<file path="src/rtl/brain_m_pkg.sv">
// Shared constants, shape-code layout and FSM encoding for the brain memory neurons
// (recall_neuron and inter_neuron).
package brain_m_pkg;

  localparam int DEPTH   = 20;
  localparam int TH_MAX  = 100;
  localparam int TH_STEP = 5;

  // Shape code is {flat, addr}: the low field tags each entry with its own address.
  localparam int FLAT_W = 7;
  localparam int ADDR_W = 5;
  localparam int CODE_W = FLAT_W + ADDR_W;

  typedef enum logic [1:0] {
    ST_IDLE = 2'd0,
    ST_READ = 2'd1,
    ST_CMP  = 2'd2,
    ST_DONE = 2'd3
  } state_e;

  function automatic logic [FLAT_W-1:0] code_flat(input logic [CODE_W-1:0] code);
    return code[CODE_W-1:ADDR_W];
  endfunction

  function automatic logic [ADDR_W-1:0] code_addr(input logic [CODE_W-1:0] code);
    return code[ADDR_W-1:0];
  endfunction

endpackage

</file>
<file path="src/rtl/shape_match.sv">
// Combinational hit test for one memory entry: flat value and address tag must both
// agree, and a zero query never matches so blank entries cannot alias.
module shape_match
  import brain_m_pkg::*;
(
  input  logic [CODE_W-1:0] rData,
  input  logic [FLAT_W-1:0] qReg,
  input  logic [ADDR_W-1:0] addr,
  output logic              hit
);

  assign hit = (code_flat(rData) == qReg) &&
               (code_addr(rData) == addr) &&
               (qReg != '0);

endmodule

</file>
<file path="src/rtl/recall_neuron.sv">
// Recall neuron: scans the shape memory from address 0 upward for the captured query
// and reports the first tagged match together with its recovered threshold.
module recall_neuron
  import brain_m_pkg::*;
#(
  parameter int DEPTH   = brain_m_pkg::DEPTH,
  parameter int TH_MAX  = brain_m_pkg::TH_MAX,
  parameter int TH_STEP = brain_m_pkg::TH_STEP
) (
  input  logic        clk,
  input  logic        rst,
  input  logic        start,
  input  logic [6:0]  flat,
  output logic        rE,
  output logic [4:0]  rAddr,
  input  logic [11:0] rData,
  output logic        busy,
  output logic        done,
  output logic        match,
  output logic [4:0]  matchAddr,
  output logic [6:0]  thOut
);

  localparam logic [ADDR_W-1:0] LAST_ADDR = ADDR_W'(DEPTH - 1);

  function automatic logic [FLAT_W-1:0] th_of(input logic [ADDR_W-1:0] a);
    return FLAT_W'(16'(TH_MAX) - 16'(TH_STEP) * 16'(a));
  endfunction

  state_e              state_q, state_d;
  logic [ADDR_W-1:0]   addr_q, addr_d;
  logic [FLAT_W-1:0]   qreg_q, qreg_d;
  logic                match_q, match_d;
  logic [ADDR_W-1:0]   match_addr_q, match_addr_d;
  logic [FLAT_W-1:0]   th_q, th_d;
  logic                hit;

  shape_match u_shape_match (
    .rData (rData),
    .qReg  (qreg_q),
    .addr  (addr_q),
    .hit   (hit)
  );

  always_comb begin
    state_d      = state_q;
    addr_d       = addr_q;
    qreg_d       = qreg_q;
    match_d      = match_q;
    match_addr_d = match_addr_q;
    th_d         = th_q;
    case (state_q)
      ST_IDLE: begin
        if (start) begin
          qreg_d  = flat;
          addr_d  = '0;
          state_d = ST_READ;
        end
      end
      ST_READ: state_d = ST_CMP;
      // rData now reflects the address issued in READ
      ST_CMP: begin
        if (hit) begin
          match_d      = 1'b1;
          match_addr_d = addr_q;
          th_d         = th_of(addr_q);
          state_d      = ST_DONE;
        end else if (addr_q == LAST_ADDR) begin
          match_d      = 1'b0;
          match_addr_d = '0;
          th_d         = '0;
          state_d      = ST_DONE;
        end else begin
          addr_d  = addr_q + 1'b1;
          state_d = ST_READ;
        end
      end
      ST_DONE: state_d = ST_IDLE;
      default: state_d = ST_IDLE;
    endcase
  end

  always_ff @(posedge clk) begin
    if (rst) begin
      state_q      <= ST_IDLE;
      addr_q       <= '0;
      qreg_q       <= '0;
      match_q      <= 1'b0;
      match_addr_q <= '0;
      th_q         <= '0;
    end else begin
      state_q      <= state_d;
      addr_q       <= addr_d;
      qreg_q       <= qreg_d;
      match_q      <= match_d;
      match_addr_q <= match_addr_d;
      th_q         <= th_d;
    end
  end

  // The address counter only moves on the way into READ, so rAddr naturally holds.
  assign rE        = (state_q == ST_READ);
  assign rAddr     = addr_q;
  assign busy      = (state_q != ST_IDLE);
  assign done      = (state_q == ST_DONE);
  assign match     = match_q;
  assign matchAddr = match_addr_q;
  assign thOut     = th_q;

endmodule

</file>
<file path="config.mk">
export PLATFORM = sky130hd
export DESIGN_NAME = recall_neuron
export DESIGN_NICKNAME = d
export VERILOG_FILES = /design/src/rtl/brain_m_pkg.sv /design/src/rtl/shape_match.sv /design/src/rtl/recall_neuron.sv
export SDC_FILE = /design/constraint.sdc
export NUM_CORES = 1
export LEC_CHECK = 0
export BUFFER_PORTS_ARGS = -buffer_cell sky130_fd_sc_hd__buf_2
export CAP_MARGIN = 40
export CORE_ASPECT_RATIO = 0.9
export CORE_MARGIN = 2
export CORE_UTILIZATION = 56
export CTS_CLUSTER_SIZE = 40
export DETAILED_ROUTE_END_ITERATION = 6
export GPL_TIMING_DRIVEN = 1
export HOLD_SLACK_MARGIN = 0.08
export PLACE_DENSITY = 0.85
export SLEW_MARGIN = 20
export SYNTH_ARGS = -nofsm -noshare
export SYNTH_HDL_FRONTEND = slang
export SYNTH_HIERARCHICAL = 1
export SYNTH_SLANG_ARGS = --single-unit
</file>
<file path="constraint.sdc">
create_clock -name clk -period 5.9 [get_ports clk]
set_input_delay 0.295 -clock clk [delete_from_list [all_inputs] [get_ports clk]]
set_output_delay 0.295 -clock clk [all_outputs]
set_load 0.03 [all_outputs]
</file>
==> run summary, run 1 <==
Max-cap viol count - 0
Switching share of power - 26.4%
Vias - 1327
Largest buffer count on any clock path - 2
Vias in the first global route - 1291
Data required time of the worst path - 6.15 ns
Area leader, netlist - dfxtp_1
P&R area growth vs syn - 15.4%
Peak VDD IR - 183 uV
Die Height - 54.0 um
Antenna cells - 0
FP Rows - 18
Total setup buffers inserted after CTS - 0
DRC violations left - 0
Final Util - 66.5%
Slew headroom - 58.6%
Status - finished clean
Synthesized area per cell - 9.11 um^2
Crit. End Element - flip-flop
Drt first pass iters - 4
Clk slew on worst S/H paths - 0.13 ns
WL/cell - 14.2 um
Post-synthesis cell type count - 42
Antenna viol nets, final - 0
Critical-path cell list - xnor2_1, nand4_1, a2111oi_1, nand3b_1, nor3_1, o31ai_1, o311ai_1
Initial Util - 57.6%
Final Cycle Share - 45.0%
Final worst slack - 3.25 ns
Minimum clock period - 2.65 ns
FF+latch count, synth - 26
DR vias/cell - 5.58
Cell count after synthesis - 171
Die Width - 59.6 um
Placement Cell Area - 1760 um^2
Int Pwr - 0.244 mW
Worst Max-Slew Pin Slew - 0.619 ns
Setup_tns - 0 ns
Max Clk Rate - 377 MHz
Worst-Skew Late Latency - 0.33 ns
Post-Route WL - 3380 um
Switching Power - 0.0876 mW
PwrDens - 184 nW/um^2
Initial antenna violation count - 0
Syn_nets - 204
Htree depth - 1
CTS tree - done
Post-CTS resize count - 0
Main area contributors after synthesis - dfxtp_1 33%, ha_1 8.8%, xnor2_1 7.9%
Core ar. - 2700 um^2
IO Count - 43
Synth top area share - 33.4%
Min Hold Slack - 0.194 ns
Final Hold Viols - 0
Max FO, Critical Path - 16
Worst min path class - primary input to flip-flop
CP startpoint kind - flip-flop
Layout Skew - 0.00243 ns
CP arrival - 2.90 ns
Layout cells sized above 1 - 27.9%
Total CTS buffers - 3
Slowest stage delay, CP - 0.59 ns
Final setup violation count - 0
GRT Overall Usage - 24.2%
Initial drt markers - 39
# fillers - 215
First-pass GRT wire length - 5790 um
Comb power frac - 16.0%
Synthesized area - 1560 um^2
Hold_buf cts - 0
Placement Setup Slack - 3.40 ns
Reg power frac - 56.7%
Clock power share - 27.3%
Seq/Total Area, Yosys - 33.4%
Largest net degree at the start of global routing - 31
YS warnings - 6
Global route total overflow - 0
NumNets Final - 242
Unrepaired setup endpoints after global routing - no
Die ar. - 3220 um^2
CTS root buf - clkbuf_4
Final slew viol count - 0
Static Leakage - 0.757 nW
DP Wirelength - 2570 um
Placer congestion estimate - 0.845
Worst setup path category - flip-flop to flip-flop
Slowest CP cell - nand3b_1
Sink Count - 26
PortBufs - 42
Final instance area - 1800 um^2
[flip-flops by register name, summed over array words and instances, names as in the netlist]
name       count
rAddr          5
qreg_q         7
thOut          6
state_q        2
match          1
matchAddr      5
[cell usage in the layout, fill, tap and decap left out, types with 3 or more instances in the layout]
master	instances
o31ai_1	3
inv_1	8
ha_1	11
buf_2	42
or3_1	3
dfxtp_1	26
nor2_1	15
nand4_1	3
nand4b_1	3
nand2_1	10
nand3_1	7
nor3_1	6
clkbuf_4	3
mux2i_1	8
a21oi_1	9
nor2b_1	3
xnor2_1	14
[critical path: cells and delay by family (launching register included)]
kind            cells  cell delay [ns]
simple gates        3             1.08
flops               1             0.57
compound gates      3             0.76
xor+xnor            1             0.17
[area by class of cell]
class | count | area, um^2 | area share [%]
Timing Repair Buffer | 43 | 218 | 12.1
Sequential cell | 26 | 520 | 28.9
Tap cell | 30 | 37.5 | 2.09
Inverter | 8 | 30.0 | 1.67
Multi-Input combinational cell | 127 | 956 | 53.2
Clock buffer | 4 | 36.3 | 2.02
[cell usage after synthesis, drive strengths merged]
cell type  number
nor2b           3
a2111oi         3
o31ai           3
mux2i           8
a211oi          1
buf             7
o211ai          1
and2            1
xnor2          15
nand2b          4
o21a            2
nand3b          3
o311ai          1
clkbuf          3
nor4bb          1
nand4           3
xor2            1
a21boi          1
dfxtp          26
or2             1
inv             8
nor4            1
a21oi           9
nor2           15
or3             4
nor3b           2
nand3           7
nand2          10
o21ai           2
and3b           1
nor3            8
nand4b          3
a31oi           2
ha             11
[power groups by stage]
stage,sequential (mW),clock (mW),combinational (mW)
6_report,0.188,0.0905,0.0532
5_1_grt,0.189,0.0983,0.0585
4_1_cts,0.188,0.0927,0.0534
3_5_place_dp,0.192,0,0.0532
3_3_place_gp,0.191,0,0.0515
2_1_floorplan,0.190,0,0.0383
[path summary, 6_finish.rpt]
path | endpoint | start | slack, ns | depth (start not counted)
setup / recovery | thOut[6] | rAddr[2] | 3.25 | 7
hold / removal | qreg_q[5] | flat[5] | 0.19 | 3
setup reg to reg | thOut[6] | rAddr[2] | 3.25 | 7
hold reg to reg | matchAddr[4] | matchAddr[4] | 0.47 | 2
[per-layer routing]
layer  track usage [%]  up-vias  wire length, um
li1                  -      672                -
met1              29.9      612             1560
met2              42.3       38             1630
met3              3.37        5              145
met4              10.4        0               49
met5                 0        -                0
[cells by family (layout without fill, tap and decap cells)]
logic type / count (synthesis) / in the layout / synth area share [%]
multiplexers: 8 / 8 / 5.14
buffers and inverters: 18 / 55 / 5.54
XOR/XNOR: 16 / 16 / 9.48
adder cells (fa/ha/maj): 11 / 11 / 8.84
AO/OA/AOI/OAI: 25 / 25 / 11.7
flip-flops: 26 / 26 / 33.4
AND/OR/NAND/NOR: 67 / 67 / 25.9
[stage by stage]
stage	instances	power, mW
floorplan	171	0.228
CTS	238	0.334
detailed placement	234	0.245
global placement	233	0.243
finish	238	0.332
global route	238	0.346
No activity file was read; power rests on OpenSTA's default activity.
==> inputs of run 2 (changes only) <==
- CORE_UTILIZATION: 56 -> 52
- PLACE_DENSITY: 0.85 -> 0.79
- clock period: 5.9 -> 2.59 ns (I/O delays scaled with it)
==> run summary, run 2 (same netlist as run 1, synthesis figures left out) <==
DRC violations left - 0
Critical-path cell list - ha_1, inv_1, ha_1, ha_1, a2111oi_1, or3_1, o311ai_1
Sink Count - 26
NumNets Final - 251
Biggest register - qreg_q
Initial drt markers - 53
Largest buffer count on any clock path - 2
Placer congestion estimate - 0.866
P&R area growth vs syn - 23.1%
# fillers - 232
WL/cell - 13.1 um
PortBufs - 42
Slowest stage delay, CP - 0.59 ns
Worst path bufs/invs - 1
Unrepaired setup endpoints after global routing - no
Setup_tns - 0 ns
Worst setup path category - flip-flop to flip-flop
Global route total overflow - 0
Crit. End Element - flip-flop
Die Height - 55.9 um
Htree depth - 1
Final worst slack - 0.337 ns
Placement Setup Slack - 0.270 ns
Design Power - 0.835 mW
Total CTS buffers - 3
Minimum clock period - 2.25 ns
PwrDens - 435 nW/um^2
Most used cell, CP - ha_1
CTS tree - done
Initial Util - 55.8%
Final slew viol count - 0
CP arrival - 2.45 ns
Min Hold Slack - 0.101 ns
CP startpoint kind - flip-flop
GRT Overall Usage - 21.4%
FF-to-FF setup slack - 0.34 ns
Post-Route WL - 3370 um
Die ar. - 3450 um^2
Most frequent cells in the layout - 42 x buf_2, 26 x dfxtp_1, 15 x nor2_1, 14 x xnor2_1, 11 x ha_1
Layout cells sized above 1 - 28.1%
Slew headroom - 65.8%
Peak VDD IR - 286 uV
Layout Skew - 0.00535 ns
Max Clk Rate - 444 MHz
Vias - 1383
Data required time of the worst path - 2.79 ns
IO Count - 43
Max reg flops - 7
Core ar. - 2790 um^2
Antenna cells - 0
CTS root buf - clkbuf_4
Worst min path class - primary input to flip-flop
Slowest CP cell - dfxtp_1
FP Rows - 18
Worst-Skew Late Latency - 0.31 ns
First-pass GRT wire length - 5780 um
Total setup buffers inserted after CTS - 0
Drt first pass iters - 4
Most common cell after layout, fill and taps aside - buf_2
Clk slew on worst S/H paths - 0.14 ns
Max FO, Critical Path - 9
Vias in the first global route - 1413
Static Leakage - 0.803 nW
Initial antenna violation count - 0
Final Cycle Share - 87.0%
Max-cap viol count - 0
Final Hold Viols - 0
Worst Max-Slew Pin Slew - 0.513 ns
DP Wirelength - 2630 um
Largest net degree at the start of global routing - 31
Final setup violation count - 0
Die Width - 61.7 um
DR vias/cell - 5.38
Antenna viol nets, final - 0
Status - finished clean
Family with the most delay on the worst path - adder cells
run 2: final timing paths:
check             cells past startpoint            to         start
setup / recovery                      7      thOut[6]      rAddr[2]
hold reg to reg                       2  matchAddr[2]  matchAddr[2]
hold / removal                        3    state_q[0]         start
setup reg to reg                      7      thOut[6]      rAddr[2]
run 2: cell type report:
cell class                      instances  area, um^2  share of cell area (%)
Clock inverter                          1        30.0                    1.57
Inverter                                8        30.0                    1.57
Clock buffer                            3        22.5                    1.17
Sequential cell                        26         520                    27.1
Multi-Input combinational cell        127         962                    50.2
Timing Repair Buffer                   52         303                    15.8
Tap cell                               40        50.0                    2.61
run 2: per-layer routing:
metal / track usage [%] / vias to the layer above / part of all wire [%]
met5: 0 / - / 0
met4: 5.17 / 0 / 0.65
met3: 4.42 / 5 / 5.0
met2: 36.5 / 47 / 50
met1: 26.9 / 636 / 44
li1: - / 695 / -
run 2: where the power goes:
group | internal [mW] | switching [mW]
clock network | 0.156 | 0.120
logic | 0.0656 | 0.0651
registers | 0.411 | 0.0169
run 2: per-stage QoR:
stage,util [%],instance area (um^2),cells
2_1_floorplan,-,1560,171
3_3_place_gp,64.1,1790,246
3_5_place_dp,64.1,1790,246
4_1_cts,68.5,1910,257
5_1_grt,68.7,1920,257
6_report,68.7,1920,257
run 2: tightest hold or removal path: stages:
cell,delay (ns)
buf_2,0.13
nor2_1,0.08
nor3_1,0.05
run 2: what timing repair did:
| item | 4_1_cts | 5_1_grt |
|---|---|---|
| hold buffers | 7 | 0 |
| gates resized for setup | 0 | 2 |
| setup endpoints to repair | 0 | 1 |
| hold endpoints to repair | 7 | 0 |
==> inputs of run 3 (changes only) <==
- CELL_PAD_IN_SITES_DETAIL_PLACEMENT: unset -> 1
- CELL_PAD_IN_SITES_GLOBAL_PLACEMENT: unset -> 1
- CORE_UTILIZATION: 52 -> 41
- CTS_CLUSTER_DIAMETER: unset -> 120
- PLACE_DENSITY: 0.79 -> unset
- PLACE_DENSITY_LB_ADDON: unset -> 0.1
- clock period: 2.59 -> 2.9 ns (I/O delays scaled with it)
==> run summary, run 3 (same netlist as run 1, synthesis figures left out) <==
Vias - 1388
Worst Max-Slew Pin Slew - 0.641 ns
Worst setup path category - flip-flop to flip-flop
Post-Route WL - 3970 um
Design Power - 0.699 mW
Most frequent cells in the layout - 42 x buf_2, 26 x dfxtp_1, 15 x nor2_1, 14 x xnor2_1, 11 x ha_1
Biggest register - qreg_q
Post-CTS resize count - 0
CTS root buf - clkbuf_8
Largest net degree at the start of global routing - 31
Placer congestion estimate - 0.875
DP Wirelength - 3100 um
Die ar. - 4310 um^2
Antenna cells - 0
Antenna viol nets, final - 0
Cells on worst reg2reg path - 7
Slowest stage delay, CP - 0.63 ns
Total CTS buffers - 3
CTS tree - done
Htree depth - 1
Fin cells - 255
WL/cell - 15.6 um
Die Height - 62.5 um
Final slew viol count - 0
Static Leakage - 0.768 nW
Drt first pass iters - 4
Vias in the first global route - 1402
Critical Path End - thOut[5]
Setup crit start - rAddr[4]
GRT Overall Usage - 20.3%
Status - finished clean
Setup_tns - 0 ns
Layout Skew - 0.00526 ns
Crit. End Element - flip-flop
Final Util - 50.0%
Initial drt markers - 39
Die Width - 69.0 um
Worst-Skew Late Latency - 0.27 ns
Final Hold Viols - 0
FP Rows - 21
Worst min path class - primary input to flip-flop
Worst path bufs/invs - 0
R2r endpoint - thOut[5]
Minimum clock period - 2.34 ns
PortBufs - 42
CP startpoint kind - flip-flop
Slowest CP cell - a2111oi_1
Max-cap viol count - 0
P&R area growth vs syn - 18.0%
FF-to-FF setup slack - 0.56 ns
First-pass GRT wire length - 6650 um
Post-Place Cells - 252
NumNets Final - 244
Peak VDD IR - 261 uV
CP arrival - 2.55 ns
CP Depth - 7
Global route total overflow - 0
Initial Util - 42.3%
IO Count - 43
Max FO, Critical Path - 7
Initial antenna violation count - 0
Slew headroom - 57.2%
Family with the most delay on the worst path - simple AND/OR/NAND/NOR gates
DR vias/cell - 5.44
Final setup violation count - 0
Largest buffer count on any clock path - 2
Core ar. - 3680 um^2
Unrepaired setup endpoints after global routing - no
Data required time of the worst path - 3.11 ns
Layout cells sized above 1 - 28.2%
Critical R2R Launch - rAddr[4]
PwrDens - 380 nW/um^2
Critical-path cell list - xnor2_1, nand4_1, a2111oi_1, and3b_1, nand3b_1, or3_1, nand3_1
Sink Count - 26
Final Cycle Share - 80.6%
Most common cell after layout, fill and taps aside - buf_2
DRC violations left - 0
Total setup buffers inserted after CTS - 0
Hold_buf cts - 0
Max reg flops - 7
Max Clk Rate - 428 MHz
Clk slew on worst S/H paths - 0.09 ns
run 3: cell count changes in the layout (fill, tap and decap cells not counted):
cell           previous run  this run
bufinv_16                 1         0
dlygate4sd3_1             7         0
clkbuf_4                  3         0
a2111oi_0                 0         1
a2111oi_2                 1         0
clkbuf_8                  0         3
run 3: worst min path at each step:
stage	endpoint	slack [ns]	cells past startpoint	start
4_1_cts	qreg_q[3]	0.11	3	flat[3]
2_1_floorplan	qreg_q[0]	0.29	2	flat[0]
5_1_grt	qreg_q[6]	0.11	3	flat[6]
3_5_place_dp	qreg_q[6]	0.39	3	flat[6]
6_report	qreg_q[6]	0.12	3	flat[6]
3_3_place_gp	qreg_q[6]	0.38	3	flat[6]
run 3: through the flow:
step / setup slack [ns] / hold slack [ns] / area [um^2]
6_report: 0.562 / 0.116 / 1840
5_1_grt: 0.301 / 0.105 / 1840
4_1_cts: 0.542 / 0.112 / 1840
3_5_place_dp: 0.612 / 0.394 / 1800
3_3_place_gp: 0.729 / 0.379 / 1800
2_1_floorplan: 0.653 / 0.292 / 1560
run 3: layout make-up:
cell class | count | area, um^2
sequential | 26 | 520
clock buffer | 3 | 41.3
fill | 467 | 1840
multi-input combinational | 127 | 956
inverter | 8 | 30.0
timing repair buffer | 45 | 233
tap | 46 | 57.6
run 3: power by group:
part / internal (mW) / switching [mW]
Sequential: 0.367 / 0.0158
Clock: 0.0931 / 0.111
Combinational: 0.0535 / 0.0595
Total: 0.513 / 0.186
run 3: per-layer routing:
layer	vias up	global-route usage, %	routed length (um)
met3	4	5.59	221
met5	-	0	0
li1	683	-	-
met1	664	24.0	1700
met4	0	4.41	41
met2	37	35.6	2010
run 3: worst register-to-register path, stage by stage (launching register included):
cell       delay, ns
dfxtp_1         0.51
xnor2_1         0.18
nand4_1         0.12
a2111oi_1       0.63
and3b_1         0.35
nand3b_1        0.09
or3_1           0.32
nand3_1         0.10
